[src/rtl/edsac_pkg.sv]
// Shared definitions for the mercury delay-line store blocks: default
// geometry and the word-access FSM state encoding.
package edsac_pkg;

  localparam int DEF_WORD_WIDTH = 18;
  localparam int DEF_NUM_WORDS  = 32;

  typedef enum logic [1:0] {
    TANK_IDLE = 2'd0,
    TANK_WAIT = 2'd1,
    TANK_XFER = 2'd2,
    TANK_DONE = 2'd3
  } tank_state_t;

endpackage

[src/rtl/delay_timing.sv]
// Minor-cycle timing: digit counter within a word and word counter within
// one revolution of the tank. Reusable by any store sharing this geometry.
module delay_timing
  import edsac_pkg::*;
#(
  parameter int WORD_WIDTH = DEF_WORD_WIDTH,
  parameter int NUM_WORDS  = DEF_NUM_WORDS,
  localparam int AW = $clog2(NUM_WORDS),
  localparam int DW = $clog2(WORD_WIDTH)
) (
  input  logic          clk,
  input  logic          rst_n,
  output logic [DW-1:0] digit,
  output logic [AW-1:0] word,
  output logic          digit_last
);

  logic word_last;

  assign digit_last = (digit == DW'(WORD_WIDTH - 1));
  assign word_last  = (word == AW'(NUM_WORDS - 1));

  always_ff @(posedge clk or negedge rst_n) begin
    if (!rst_n) begin
      digit <= '0;
      word  <= '0;
    end else if (digit_last) begin
      digit <= '0;
      word  <= word_last ? '0 : word + 1'b1;
    end else begin
      digit <= digit + 1'b1;
    end
  end

endmodule

[src/rtl/delay_tank.sv]
// Recirculating serial store of NUM_WORDS words with a word read/write port
// that waits for the addressed word to reach the tail of the loop.
module delay_tank
  import edsac_pkg::*;
#(
  parameter int WORD_WIDTH = DEF_WORD_WIDTH,
  parameter int NUM_WORDS  = DEF_NUM_WORDS,
  localparam int AW = $clog2(NUM_WORDS),
  localparam int DW = $clog2(WORD_WIDTH)
) (
  input  logic                  clk,
  input  logic                  rst_n,
  input  logic                  data_clr,
  input  logic                  data_in,
  input  logic                  data_in_gate,
  input  logic                  op_valid,
  output logic                  op_ready,
  input  logic                  op_we,
  input  logic [AW-1:0]         op_addr,
  input  logic [WORD_WIDTH-1:0] op_wdata,
  output logic                  rd_valid,
  output logic [WORD_WIDTH-1:0] rd_data,
  output logic                  data_out,
  output logic [AW-1:0]         mon_word,
  output logic [DW-1:0]         mon_digit
);

  localparam int N = NUM_WORDS * WORD_WIDTH;
  localparam logic [AW:0] WORDS_L = (AW + 1)'(NUM_WORDS);

  tank_state_t           state, state_nx;
  logic [N-1:0]          store;
  logic                  tail, head;
  logic                  digit_last;
  logic                  accept, xfer;
  logic                  addr_ok, at_target, at_start;
  logic [AW-1:0]         addr_q, start_word;
  logic [DW-1:0]         start_digit;
  logic                  we_q;
  logic [WORD_WIDTH-1:0] wdata_q;

  delay_timing #(
    .WORD_WIDTH (WORD_WIDTH),
    .NUM_WORDS  (NUM_WORDS)
  ) u_timing (
    .clk        (clk),
    .rst_n      (rst_n),
    .digit      (mon_digit),
    .word       (mon_word),
    .digit_last (digit_last)
  );

  // store[0] always holds the bit at position (mon_word, mon_digit)
  assign tail   = store[0];
  assign accept = op_valid && op_ready;

  // Out-of-range addresses never meet the tail; they complete after one lap
  assign addr_ok   = ({1'b0, addr_q} < WORDS_L);
  assign at_target = addr_ok && (mon_word == addr_q) && (mon_digit == '0);
  assign at_start  = (mon_word == start_word) && (mon_digit == start_digit);

  always_ff @(posedge clk or negedge rst_n) begin
    if (!rst_n) state <= TANK_IDLE;
    else        state <= state_nx;
  end

  always_comb begin
    state_nx = state;
    op_ready = 1'b0;
    rd_valid = 1'b0;
    xfer     = 1'b0;
    case (state)
      TANK_IDLE: begin
        op_ready = 1'b1;
        if (op_valid) state_nx = TANK_WAIT;
      end
      TANK_WAIT: begin
        if (at_target) begin
          xfer     = 1'b1;
          state_nx = TANK_XFER;
        end else if (!addr_ok && at_start) begin
          state_nx = TANK_DONE;
        end
      end
      TANK_XFER: begin
        xfer = 1'b1;
        if (digit_last) state_nx = TANK_DONE;
      end
      TANK_DONE: begin
        op_ready = 1'b1;
        rd_valid = 1'b1;
        state_nx = op_valid ? TANK_WAIT : TANK_IDLE;
      end
      default: state_nx = TANK_IDLE;
    endcase
  end

  // Clear beats a word write, which beats the serial gate
  always_comb begin
    head = tail;
    if (!data_clr)          head = 1'b0;
    else if (xfer && we_q)  head = wdata_q[mon_digit];
    else if (data_in_gate)  head = data_in;
  end

  always_ff @(posedge clk or negedge rst_n) begin
    if (!rst_n) begin
      store    <= '0;
      data_out <= 1'b0;
      rd_data  <= '0;
    end else begin
      store    <= {head, store[N-1:1]};
      data_out <= tail;
      if (accept)    rd_data <= '0;
      else if (xfer) rd_data <= {tail, rd_data[WORD_WIDTH-1:1]};
    end
  end

  always_ff @(posedge clk) begin
    if (accept) begin
      addr_q      <= op_addr;
      we_q        <= op_we;
      wdata_q     <= op_wdata;
      start_word  <= mon_word;
      start_digit <= mon_digit;
    end
  end

endmodule

[config.mk]
export PLATFORM = sky130hd
export DESIGN_NAME = delay_tank
export DESIGN_NICKNAME = d
export VERILOG_FILES = /design/src/rtl/edsac_pkg.sv /design/src/rtl/delay_timing.sv /design/src/rtl/delay_tank.sv
export SDC_FILE = /design/constraint.sdc
export NUM_CORES = 1
export LEC_CHECK = 0
export BUFFER_PORTS_ARGS = -buffer_cell sky130_fd_sc_hd__buf_4
export CAP_MARGIN = 5
export CORE_ASPECT_RATIO = 1.5
export CORE_MARGIN = 2
export CORE_UTILIZATION = 60
export CTS_CLUSTER_DIAMETER = 150
export DETAILED_ROUTE_END_ITERATION = 10
export GPL_ROUTABILITY_DRIVEN = 0
export GPL_TIMING_DRIVEN = 0
export PLACE_DENSITY = 0.77
export SYNTH_ARGS = -nofsm -noshare
export SYNTH_HDL_FRONTEND = slang
export SYNTH_SLANG_ARGS = --single-unit
[constraint.sdc]
create_clock -name clk -period 3.35 [get_ports clk]
set_input_delay 0.8375 -clock clk [delete_from_list [all_inputs] [get_ports clk]]
set_output_delay 0.8375 -clock clk [all_outputs]
set_load 0.03 [all_outputs]
Word-level counts from Yosys, hierarchy flattened
Index checks and enable logic that the tools add are counted.
W data, S select, Z words.
Cells by class
  add/subtract/negate cells: 2
  multiply operators: 0
  divide/modulo/power cells: 0
  order comparisons: 1
  eq/ne operators: 9
  shift-type cells: 0
  muxes and demuxes: 18
  bitwise logic cells: 0
  reductions and logical operators: 8
Operator list (number)
  $mux W18: 2
  $add A5 B1 Y5 const B: 2
  $eq A5 B5 Y1 const B: 2
  $mux W5: 2
  $mux W1: 8
  $pmux W2 S4: 1
  $lt A5 B6 Y1 const B: 1
  $mux W2: 3
  $ne A2 B2 Y1 const B: 3
  $bmux W1 S5: 1
  $eq A5 B5 Y1: 1
  $logic_not A5 Y1: 1
  $eq A2 B2 Y1 const B: 2
  $logic_and A1 B1 Y1: 3
  $reduce_and A3 Y1: 1
  $eq A2 B1 Y1 const B: 1
  $logic_not A2 Y1: 1
  $pmux W1 S2: 1
  $reduce_bool A2 Y1: 1
  $reduce_or A2 Y1: 1
Storage, ports and cells
  register bits: 631
  latch bits: 0
  RAM bits: 0
  memory bits (read-only): 0
  bits of input ports: 30
  output and inout bits: 31
  word-level logic and storage cells: 47
  memories kept: 0

Logic depth before layout (Yosys ltp)
  depth after elaboration: 7
  gate-level depth with buffers: 10
  mapped depth without buffers: 7

Cells and area by module
Synthesis repeated with hierarchy kept, for this count alone.
Second synthesis, totals
  cells, all modules: 780
  area, all modules: 16888.7 µm²
Modules (own cells, without submodules)
  delay_tank: instances 1, cells each 735, area each 16379.5 µm²
  delay_timing: instances 1, cells each 45, area each 509.2 µm²

Worst setup path after synthesis
No wires, ideal clock.
  kind: reg-to-reg
  start point: register state[0]
  end point: register addr_q[0], enable pin
  arrival: 1.979 ns
  path slack: 0.992 ns
  cell stages (with the launch flop): 7
  path buffers: 1
  period minus slack after synthesis: 2.358 ns
  cells stage by stage: dfrtp_1 inv_1 ha_1 inv_1 nand2_1 clkbuf_1 inv_1
Between the ends
  word-level cells in the longest chain between the ends: 4
  elaborated cells between the ends (all ways): 5
  classes of those cells: eq/ne: 1; mux: 1; reduce/logical: 3
Ends and longest elaborated chain
  from (decl): line delay_tank.sv:31  | tank_state_t state, state_nx;
  from (signal assigned): line delay_tank.sv:64  | else state <= state_nx;
  $eq A2 B2 Y1 or $logic_not A2 Y1 (tied branches): line delay_tank.sv:72  | case (state)
  $reduce_or A2 Y1 (no source line) (*)
  $mux W1 (*): line delay_tank.sv:72
  via op_ready: line delay_tank.sv:17  | output logic op_ready,
  $logic_and A1 B1 Y1 (*): line delay_tank.sv:55  | assign accept = op_valid && op_ready;
  via accept: line delay_tank.sv:35  | logic accept, xfer;
  to (signal assigned): line delay_tank.sv:121  | addr_q <= op_addr;
  to (decl): line delay_tank.sv:37  | logic [AW-1:0] addr_q, start_word;
The timed path passes the listed nets; every way through them passes the cells marked *.
A chain may end at the register's enable or synchronous reset.

Final worst setup path
  start point: register state[0]
  end point: register wdata_q[0], enable pin
Between the ends
  word-level cells in the longest chain between the ends: 4
  elaborated cells between the ends (all ways): 5
  classes of those cells: eq/ne: 1; mux: 1; reduce/logical: 3
Ends and longest elaborated chain
  $eq A2 B2 Y1 or $logic_not A2 Y1 (tied branches): line delay_tank.sv:72
  $reduce_or A2 Y1 (no source line) (*)
  $mux W1 (*): line delay_tank.sv:72
  $logic_and A1 B1 Y1 (*): line delay_tank.sv:55
  via accept: line delay_tank.sv:35
  to (signal assigned): line delay_tank.sv:123  | wdata_q <= op_wdata;
  to (decl): line delay_tank.sv:40  | logic [WORD_WIDTH-1:0] wdata_q;
Marks and branches as above.

==> results.sh <==
export IMPL_status="finished clean"
export IMPL_period_needed_ns=2.70
export IMPL_hold_class="flop to flop"
export IMPL_clock_fmax_mhz=371
export IMPL_finalHoldWorstSlack_ns=0.335
export IMPL_netlist_area_leader_share_pct=90.2
export IMPL_core_area_mm2=0.0278
export IMPL_cts_buffer_depth=3
export IMPL_async_reset_ff_share_pct=96.2
export IMPL_p_leak_nw=10.3
export IMPL_clk_pin_slew_worst_paths_ns=0.07
export IMPL_routed_wl_mm=26.5
export IMPL_drc=0
export IMPL_die_h_um=209
export IMPL_drt_iter0_markers=584
export IMPL_critPathMostFrequentCell="inv_1"
export IMPL_ant_nets=0
export IMPL_netlist_area_mm2=0.0168
export IMPL_crit_arrival_ns=2.89
export IMPL_yosys_top_cells_area="dfrtp_1, edfxtp_1, nand2_1, ha_1, o21ai_0"
export IMPL_syn_nets=824
export IMPL_ios=61
export IMPL_antenna_cells=0
export IMPL_yosys_warnings=0
export IMPL_worstSetupEndpointType="flop"
export IMPL_post_cts_buffers=0
export IMPL_grt_max_degree=144
export IMPL_postCtsHoldBufs=0
export IMPL_slew_viol_final=0
export IMPL_crit_chain="inv_1, ha_1, inv_1, nand2_1, clkbuf_1, inv_1"
export IMPL_grt_ovfl_total=0
export IMPL_grtUsageTotal_pct=19.9
export IMPL_cts_root_buf="clkbuf_16"
export IMPL_grt_first_pass_wirelength_mm=43.7
export IMPL_clkLatencyLatePin_ns=0.57
export IMPL_cts_tree="built"
export IMPL_antenna_found_initial=0
export IMPL_critPathMaxFanout=24
export IMPL_worstPathRequired_ns=3.54
export IMPL_viasPerCell=5.00
export IMPL_synth_flop_cell="dfrtp_1"
export IMPL_rsz0062_at_grt="false"
export IMPL_setup_viol=0
export IMPL_wire_per_inst_um=20.5
export IMPL_layout_cells_non_filler=1288
export IMPL_place_inst=1194
export IMPL_start_kind="flop"
export IMPL_synth_most_common_cell="dfrtp_1"
export IMPL_peakVddDrop_mv=0.683
export IMPL_start_util_pct=60.6
export IMPL_yosysTopAreaCell="dfrtp_1"
export IMPL_ys_ff_latch=631
export IMPL_setup_slack_ns=0.654
export IMPL_synthCells=784
export IMPL_fillCellCount=1543
export IMPL_min_period_over_period_pct=80.5
export IMPL_post_place_ws_ns=0.693
export IMPL_die_x_um=141
export IMPL_clock_sinks=631
export IMPL_cts_resized=0
export IMPL_nNetsFinal=942
export IMPL_synth_top_cells_by_count="dfrtp_1, nand2_1, edfxtp_1, o21ai_0, ha_1"
export IMPL_worstMarginPinSlew_ns=0.961
export IMPL_crit_type="flop to flop"
export IMPL_utilization_pct=70.5
export IMPL_drv_cap=0
export IMPL_slowest_delay_ns=0.68
export IMPL_ys_seq_area_share_pct=94.5
export IMPL_drive_above_1_share_pct=17.0
export IMPL_cp_slowest_cell="inv_1"
export IMPL_dr_pass1_iters=4
export IMPL_grt_pass1_vias=7402
export IMPL_num_rows=75
export IMPL_cts_buffers=52
export IMPL_h_tree_depth=2
export IMPL_synth_edf_count=24
export IMPL_powerDensity_mw_per_mm2=751
export IMPL_area_delta_synth_final_pct=16.2
export IMPL_relSlewSlack_pct=35.9
export IMPL_ys_types=33
export IMPL_dp_hpwl_mm=12.6
export IMPL_num_vias=6443
export IMPL_synth_area_per_cell_um2=21.5
export IMPL_port_buffers=60
export IMPL_skew_ns=0.0190
export IMPL_dieArea_mm2=0.0295
export IMPL_report_final_hold_viol_count=0
final timing paths:
check,slack (ns),from,to,depth (start not counted)
worst max-delay path,0.65,state[0],wdata_q[0],6
worst min-delay path,0.34,store[539],store[538],0
worst max register to register,0.65,state[0],wdata_q[0],6
worst min register to register,0.34,store[539],store[538],0
max in group asynchronous,1.38,rst_n,store[253],3
min in group asynchronous,0.35,rst_n,store[405],1
registers in the layout (all words and copies together) (netlist names):
name	count
rd_data	18
u_timing.word	5
wdata_q	18
store	576
addr_q	5
u_timing.digit	5
we_q	1
data_out	1
state	2
where the power goes:
part / leakage (nW) / internal, mW / switching (mW)
combinational: 0.764 / 0.179 / 0.487
clock: 0.838 / 3.38 / 2.67
sequential: 8.67 / 7.91 / 0.0775
total: 10.3 / 11.5 / 3.23
placed cells by master, fill, tap and decap left out, drive strengths merged, types with 6 or more instances in the layout:
master  count
o21ai      24
ha         10
dfrtp     607
mux2i       7
buf        69
nand3       7
a21oi       6
clkbuf     74
nand2      46
inv        10
edfxtp     24
xnor2       7
clkinv     12
logic make-up (layout without fill, tap and decap cells):
logic type / count (synthesis) / count (layout) / share of synthesized area [%]
adder cells (fa/ha/maj): 10 / 10 / 0.743
AO/OA/AOI/OAI: 38 / 38 / 1.32
buffers and inverters: 15 / 173 / 0.409
multiplexers: 11 / 11 / 0.839
XOR/XNOR: 7 / 7 / 0.364
flip-flops: 631 / 631 / 94.5
AND/OR/NAND/NOR: 72 / 72 / 1.87
routing by layer:
metal	track usage [%]	up-vias	routed length [um]
met2	29.2	157	12600
met3	3.71	59	946
met1	31.2	3488	12100
met4	6.90	0	799
met5	0	-	0
li1	-	2739	-
layout make-up:
class                   instances  area (um2)  share of cell area (%)
plain buffers                   8        42.5                   0.217
multi-input cells             138         866                    4.42
repair buffers                 64         568                    2.90
flip-flops and latches        631       15900                    81.3
well taps                     346         433                    2.21
clock inverters                23         229                    1.17
clock buffers                  71        1500                    7.64
inverters                       7        26.3                   0.134
critical path, delay by kind of cell, from the launching register on:
family / cells / cell delay (ns)
simple gates: 1 / 0.25
flops: 1 / 0.43
fa+ha+maj: 1 / 0.36
buf+inv: 4 / 1.25
per-stage QoR:
step / area, um2 / power [mW] / TNS, ns
2_1_floorplan: 16800 / 8.44 / 0
3_3_place_gp: 17700 / 8.71 / -2599.43
3_5_place_dp: 17800 / 8.77 / 0
4_1_cts: 19600 / 14.9 / 0
5_1_grt: 19600 / 15.3 / 0
6_report: 19600 / 14.7 / 0
No activity file was read; power rests on OpenSTA's default activity.
